### src/rtl/i2c_byte_master.sv
// i2c_byte_master: byte-level single-master I2C controller.
// Accepts one command per byte (optional START, 8 data bits + ACK, optional STOP)
// and produces open-drain SCL/SDA enables. Every bus phase is four quarters
// (Q0..Q3) of QTR_DIV clk cycles. SCL is released in Q1, where a slave may
// stretch the clock. Outputs are registered copies of the level that the
// upcoming state calls for, so the pins never glitch.
//
// Command handshake: a command transfers on a clk edge where cmd_valid && cmd_ready.
// cmd_ready is high only in IDLE. The host may raise cmd_valid at any time and must
// hold the command fields stable until the transfer. rsp_valid is a single-cycle
// pulse with no back-pressure.
module i2c_byte_master #(
    parameter int QTR_DIV = 125
) (
    input  logic       clk,
    input  logic       rst,
    input  logic       cmd_valid,
    output logic       cmd_ready,
    input  logic       cmd_start,
    input  logic       cmd_stop,
    input  logic       cmd_read,
    input  logic       cmd_nack,
    input  logic [7:0] cmd_wdata,
    output logic       rsp_valid,
    output logic [7:0] rsp_rdata,
    output logic       rsp_nack,
    output logic       busy,
    input  logic       scl_in,
    input  logic       sda_in,
    output logic       scl_oe,
    output logic       sda_oe
);

    localparam int CW = $clog2(QTR_DIV);
    localparam logic [CW-1:0] CNT_LAST = CW'(QTR_DIV - 1);

    // ST_INIT keeps cmd_ready low for the cycle in which reset is still applied.
    typedef enum logic [2:0] {
        ST_INIT  = 3'd0,
        ST_IDLE  = 3'd1,
        ST_START = 3'd2,
        ST_BIT   = 3'd3,
        ST_STOP  = 3'd4
    } state_e;

    state_e        state, stateNext;
    logic [1:0]    qtr, qtrNext;
    logic [CW-1:0] cnt, cntNext;
    logic [3:0]    bitIdx, bitNext;

    // Command fields latched when the command is accepted.
    logic       doStop;
    logic       isRead;
    logic       nackBit;
    logic [7:0] txByte;

    logic [7:0] rxShift;
    logic       ackSample;

    logic       sclOe, sdaOe, busyReg, rspValid, rspNack;
    logic [7:0] rspRdata;
    logic       sclNext, sdaNext;

    logic       effRead, effNack;
    logic [7:0] effByte;
    logic       accept, done, sampleNow;

    // Level of sda_oe for a bit slot: data bits MSB first, then the ACK slot.
    function automatic logic bitLevel(input logic [3:0] idx, input logic rd,
                                      input logic nk, input logic [7:0] b);
        if (idx == 4'd8) begin
            return rd ? ~nk : 1'b0;
        end
        return rd ? 1'b0 : ~b[3'd7 - idx[2:0]];
    endfunction

    assign accept    = cmd_valid && (state == ST_IDLE);
    assign done      = ((state == ST_BIT) || (state == ST_STOP)) && (stateNext == ST_IDLE);
    assign sampleNow = (state == ST_BIT) && (qtr == 2'd2) && (cnt == CNT_LAST);

    // Fields seen by the output logic on the accept cycle come straight from the port.
    assign effRead = (state == ST_IDLE) ? cmd_read  : isRead;
    assign effNack = (state == ST_IDLE) ? cmd_nack  : nackBit;
    assign effByte = (state == ST_IDLE) ? cmd_wdata : txByte;

    // State register: FSM state plus quarter/cycle/bit position.
    always_ff @(posedge clk) begin
        if (rst) begin
            state  <= ST_INIT;
            qtr    <= 2'd0;
            cnt    <= '0;
            bitIdx <= 4'd0;
        end else begin
            state  <= stateNext;
            qtr    <= qtrNext;
            cnt    <= cntNext;
            bitIdx <= bitNext;
        end
    end

    // Next-state logic: quarter timing, clock stretching in Q1, phase sequencing.
    always_comb begin
        stateNext = state;
        qtrNext   = qtr;
        cntNext   = cnt;
        bitNext   = bitIdx;
        case (state)
            ST_INIT: stateNext = ST_IDLE;
            ST_IDLE: begin
                if (cmd_valid) begin
                    stateNext = (cmd_start || !busyReg) ? ST_START : ST_BIT;
                    qtrNext   = 2'd0;
                    cntNext   = '0;
                    bitNext   = 4'd0;
                end
            end
            default: begin
                // In Q1 the count waits at zero until SCL is actually seen high.
                if (!((qtr == 2'd1) && (cnt == '0) && !scl_in)) begin
                    if (cnt == CNT_LAST) begin
                        cntNext = '0;
                        qtrNext = qtr + 2'd1;
                        if (qtr == 2'd3) begin
                            case (state)
                                ST_START: begin
                                    stateNext = ST_BIT;
                                    bitNext   = 4'd0;
                                end
                                ST_BIT: begin
                                    if (bitIdx == 4'd8) begin
                                        stateNext = doStop ? ST_STOP : ST_IDLE;
                                    end else begin
                                        bitNext = bitIdx + 4'd1;
                                    end
                                end
                                default: stateNext = ST_IDLE;
                            endcase
                        end
                    end else begin
                        cntNext = cnt + CW'(1);
                    end
                end
            end
        endcase
    end

    // Output logic: pin levels for the state/quarter being entered; IDLE holds the bus.
    always_comb begin
        sclNext = sclOe;
        sdaNext = sdaOe;
        case (stateNext)
            ST_START: begin
                case (qtrNext)
                    2'd0:    begin sclNext = busyReg; sdaNext = 1'b0; end
                    2'd1:    begin sclNext = 1'b0;    sdaNext = 1'b0; end
                    2'd2:    begin sclNext = 1'b0;    sdaNext = 1'b1; end
                    default: begin sclNext = 1'b1;    sdaNext = 1'b1; end
                endcase
            end
            ST_BIT: begin
                sclNext = (qtrNext == 2'd0) || (qtrNext == 2'd3);
                sdaNext = bitLevel(bitNext, effRead, effNack, effByte);
            end
            ST_STOP: begin
                case (qtrNext)
                    2'd0:    begin sclNext = 1'b1; sdaNext = 1'b1; end
                    2'd1:    begin sclNext = 1'b0; sdaNext = 1'b1; end
                    default: begin sclNext = 1'b0; sdaNext = 1'b0; end
                endcase
            end
            default: ;
        endcase
    end

    // Registered pins, bus ownership and the response.
    always_ff @(posedge clk) begin
        if (rst) begin
            sclOe    <= 1'b0;
            sdaOe    <= 1'b0;
            busyReg  <= 1'b0;
            rspValid <= 1'b0;
            rspRdata <= 8'd0;
            rspNack  <= 1'b0;
        end else begin
            sclOe    <= sclNext;
            sdaOe    <= sdaNext;
            rspValid <= done;
            // Ownership starts with the SDA fall of START and ends after STOP Q3.
            if ((stateNext == ST_START) && (qtrNext == 2'd2)) begin
                busyReg <= 1'b1;
            end else if ((state == ST_STOP) && (stateNext == ST_IDLE)) begin
                busyReg <= 1'b0;
            end
            if (done) begin
                rspNack <= isRead ? nackBit : ackSample;
                if (isRead) begin
                    rspRdata <= rxShift;
                end
            end
        end
    end

    // Command latch and SDA sampling at the end of each bit's Q2.
    always_ff @(posedge clk) begin
        if (rst) begin
            doStop    <= 1'b0;
            isRead    <= 1'b0;
            nackBit   <= 1'b0;
            txByte    <= 8'd0;
            rxShift   <= 8'd0;
            ackSample <= 1'b0;
        end else begin
            if (accept) begin
                doStop  <= cmd_stop;
                isRead  <= cmd_read;
                nackBit <= cmd_nack;
                txByte  <= cmd_wdata;
            end
            if (sampleNow) begin
                if (bitIdx == 4'd8) begin
                    ackSample <= sda_in;
                end else begin
                    rxShift <= {rxShift[6:0], sda_in};
                end
            end
        end
    end

    assign cmd_ready = (state == ST_IDLE);
    assign rsp_valid = rspValid;
    assign rsp_rdata = rspRdata;
    assign rsp_nack  = rspNack;
    assign busy      = busyReg;
    assign scl_oe    = sclOe;
    assign sda_oe    = sdaOe;

endmodule

### config.mk
export PLATFORM = sky130hd
export DESIGN_NAME = i2c_byte_master
export DESIGN_NICKNAME = d
export VERILOG_FILES = /design/src/rtl/i2c_byte_master.sv
export SDC_FILE = /design/constraint.sdc
export NUM_CORES = 1
export LEC_CHECK = 0
export BUFFER_PORTS_ARGS = -buffer_cell sky130_fd_sc_hd__buf_4
export CORE_MARGIN = 2
export CORE_UTILIZATION = 52
export CTS_CLUSTER_DIAMETER = 60
export DETAILED_ROUTE_END_ITERATION = 16
export PLACE_DENSITY = 0.75
export SLEW_MARGIN = 40
export SYNTH_ARGS = -nofsm -noshare
export SYNTH_HDL_FRONTEND = slang
export SYNTH_SLANG_ARGS = --single-unit
### constraint.sdc
create_clock -name clk -period 2.2 [get_ports clk]
set_clock_uncertainty 0.1 [all_clocks]
set_input_delay 0.33 -clock clk [delete_from_list [all_inputs] [get_ports clk]]
set_output_delay 0.33 -clock clk [all_outputs]
set_load 0.01 [all_outputs]
==> impl_metrics.tcl <==
set metrics [dict create \
    whs_endpoint "doStop" \
    fin_ws_ns -0.409 \
    start_util_pct 53.8 \
    clk_latency_ns 0.30 \
    cp-end-kind "flop" \
    cts.sinks 49 \
    die_h_um 73.9 \
    drc 0 \
    maxCapViolations 0 \
    finalSetupViolations 2 \
    antenna_found_initial 0 \
    synth_enable_flop_cells 0 \
    yosys.area.top_type "dfxtp_1" \
    drv_slew 0 \
    yosysSeqAreaShare_pct 38.6 \
    worst-path-buf-inv 3 \
    ys_ff_latch 49 \
    die_w_um 73.9 \
    first_iter_violations 131 \
    path_max_fanout 8 \
    syn-cell-area_um2 2540 \
    pin_count 31 \
    p_leak_nw 1.45 \
    yosysWarnings 0 \
    hpwl_um 4540 \
    required_ns 2.30 \
    cts_root_buf "clkbuf_8" \
    path_class "flop to flop" \
    utilization_pct 73.4 \
    cp_slowest_cell "dfxtp_2" \
    synthesis.nets 326 \
    async_reset_ff_share_pct 0 \
    netlist_instances 299 \
    synth_most_common_cell "dfxtp_1" \
    vias 2442 \
    wl_per_cell_um 14.7 \
    synth.distinct_cells 55 \
    drtPass1Iterations 4 \
    htree_levels 2 \
    ys.flop_type "dfxtp_1" \
    arrival_ns 2.71 \
    rsz0062_at_grt "true" \
    clockBufferDepth 2 \
    grt_pass1_vias 2239 \
    place_congestion 0.903 \
    max_stage_delay_ns 0.34 \
    hold_viol_final 0 \
    irDropWorstVdd_uv 368 \
    max-slew-margin-rel_pct 71.1 \
    post_route_cells_drive_above_1_share_pct 33.4 \
    portBuffers 30 \
    diodes 0 \
    cts_tree "yes" \
    crit_chain "inv_2 > ha_4 > buf_6 > and4b_2 > nor4_4 > o22ai_4 > buf_12 > mux2i_1 > o22ai_1 > nor3b_1 > o2111ai_1 > a311oi_1" \
    synthTopCellsByCount "dfxtp_1 (49), nor2_1 (46), nand2_1 (38), mux2i_1 (26), a21oi_1 (16)" \
    min_path_cells 3 \
    hp-start "cmd_stop" \
    r2r_slack_ns -0.41 \
    synthDominantCellAreaShare_pct 38.6 \
    ant_nets 0 \
    period_share_pct 119 \
    numCtsBuffers 5 \
    area_delta_synth_final_pct 36.6 \
    synth_area_leaders "dfxtp_1 (39%), mux2i_1 (10%), nor2_1 (6.8%)" \
    grt_pass1_wl_um 10100 \
    r2r_end "sda_oe" \
    reg2regPathDepth 12 \
    cp_top_family "simple AND/OR/NAND/NOR gates" \
    grt.total_usage_pct 23.9 \
    wl_um 6580 \
    status "complete, but fails checks" \
    grt_max_degree 28 \
    timing.rr.start "bitIdx[0]" \
    max_freq_ghz 0.383 \
    max_slew.worst_pin.slew_ns 0.430 \
    start_kind "flop" \
    coreArea_um2 4720 \
    period_needed_ns 2.61 \
    clk_pin_slew_worst_paths_ns 0.09 \
    die_area_um2 5460 \
    hold_path.class "primary input to flop" \
    viasPerCell 5.46 \
    layout.nets 406 \
    violations "setup timing" \
    grt-ovfl-total 0 \
    p_per_area_nw_per_um2 544 \
    core.rowCount 25 \
    dp_slack_ns -0.366 \
    synth_area_per_cell_um2 8.49 \
]
repair_timing:
item / in CTS / in global routing
buffers inserted: 2 / 5
hold buffers: 0 / 0
gates cloned: 0 / 0
pin swaps: 9 / 4
gates resized for setup: 16 / 16
endpoints found under the setup margin: 11 / 12
stage by stage:
step | TNS [ns] | power, W | cells | hold WS, ns | instance area (um2)
3_3_place_gp | -0.222 | 0.00120 | 432 | 0.340 | 3160
6_report | -0.526 | 0.00189 | 447 | 0.170 | 3470
3_5_place_dp | -0.658 | 0.00120 | 432 | 0.348 | 3160
4_1_cts | -0.357 | 0.00188 | 442 | 0.168 | 3360
2_1_floorplan | -0.163 | 0.00108 | 299 | 0.333 | 2540
5_1_grt | -1.40 | 0.00196 | 447 | 0.176 | 3470
cells in the final DEF, fill, tap and decap left out, drive strengths merged, types with 3 or more instances in the layout:
cell    synthesis  final
nor3            3      3
ha             10     10
inv            11     11
buf             2     84
nor2           47     47
mux2i          26     26
nand2          39     39
nor4            3      3
a211oi          3      3
nand3b          3      3
o22ai           4      4
a31oi           5      5
clkbuf          9      6
nand2b          5      5
nand4           6      6
nand3          11     11
o21ai          10     10
dfxtp          49     49
xor2            4      4
a21oi          16     16
and3            4      4
registers in the layout (all words and copies together), names as in the netlist:
register	count
qtr	2
scl_oe	1
txByte	8
cnt	7
isRead	1
bitIdx	4
rsp_nack	1
sda_oe	1
nackBit	1
rsp_rdata	8
doStop	1
busy	1
rsp_valid	1
ackSample	1
rxShift	8
state	3
logic make-up (layout without fill, tap and decap cells):
kind of cell / after synthesis / in the layout / share of synthesized area [%]
AND/OR/NAND/NOR: 136 / 136 / 27.2
AO/OA/AOI/OAI: 49 / 49 / 12.6
flip-flops: 49 / 49 / 38.6
multiplexers: 27 / 27 / 11.3
buffers and inverters: 22 / 103 / 3.30
adder cells (fa/ha/maj): 10 / 10 / 4.93
XOR/XNOR: 6 / 6 / 2.07
report_power, final:
part           internal, W  leakage [nW]  total, W  switching (W)
Sequential        0.000910         0.399  0.000929      0.0000188
Clock             0.000370        0.0574  0.000671       0.000301
Combinational     0.000137         0.998  0.000286       0.000149
Total              0.00142          1.45   0.00189       0.000469
worst max-delay path by stage:
stage | start | slack [ns] | depth (start not counted) | endpoint
after floorplan | bitIdx[0] | -0.16 | 9 | sda_oe
after global placement | bitIdx[0] | -0.18 | 10 | sda_oe
after detailed placement | bitIdx[0] | -0.37 | 10 | sda_oe
after CTS | bitIdx[0] | -0.35 | 12 | sda_oe
after global routing | bitIdx[1] | -0.55 | 12 | sda_oe
final | bitIdx[0] | -0.41 | 12 | sda_oe
routing by layer:
metal / track usage [%] / routed length [um] / part of all wire, % / vias to the layer above
li1: - / - / - / 1203
met1: 30.6 / 2840 / 43 / 1141
met2: 37.8 / 3240 / 49 / 83
met3: 5.90 / 332 / 5.0 / 15
met4: 11.1 / 158 / 2.4 / 0
met5: 0 / 0 / 0 / -
tightest hold or removal path, delay by kind of cell:
family | cells | cell delay [ns]
buffers and inverters | 1 | 0.11
and+or+nand+nor | 1 | 0.04
AOI/OAI and AO/OA | 1 | 0.05
cell type report:
cell class / count / area [um2]
Inverter: 11 / 41.3
Fill cell: 382 / 1250
Tap cell: 67 / 83.8
Multi-Input combinational cell: 228 / 1590
Clock inverter: 2 / 37.5
Timing Repair Buffer: 84 / 647
Sequential cell: 49 / 987
Clock buffer: 6 / 82.6
No activity file was read; power rests on OpenSTA's default activity.
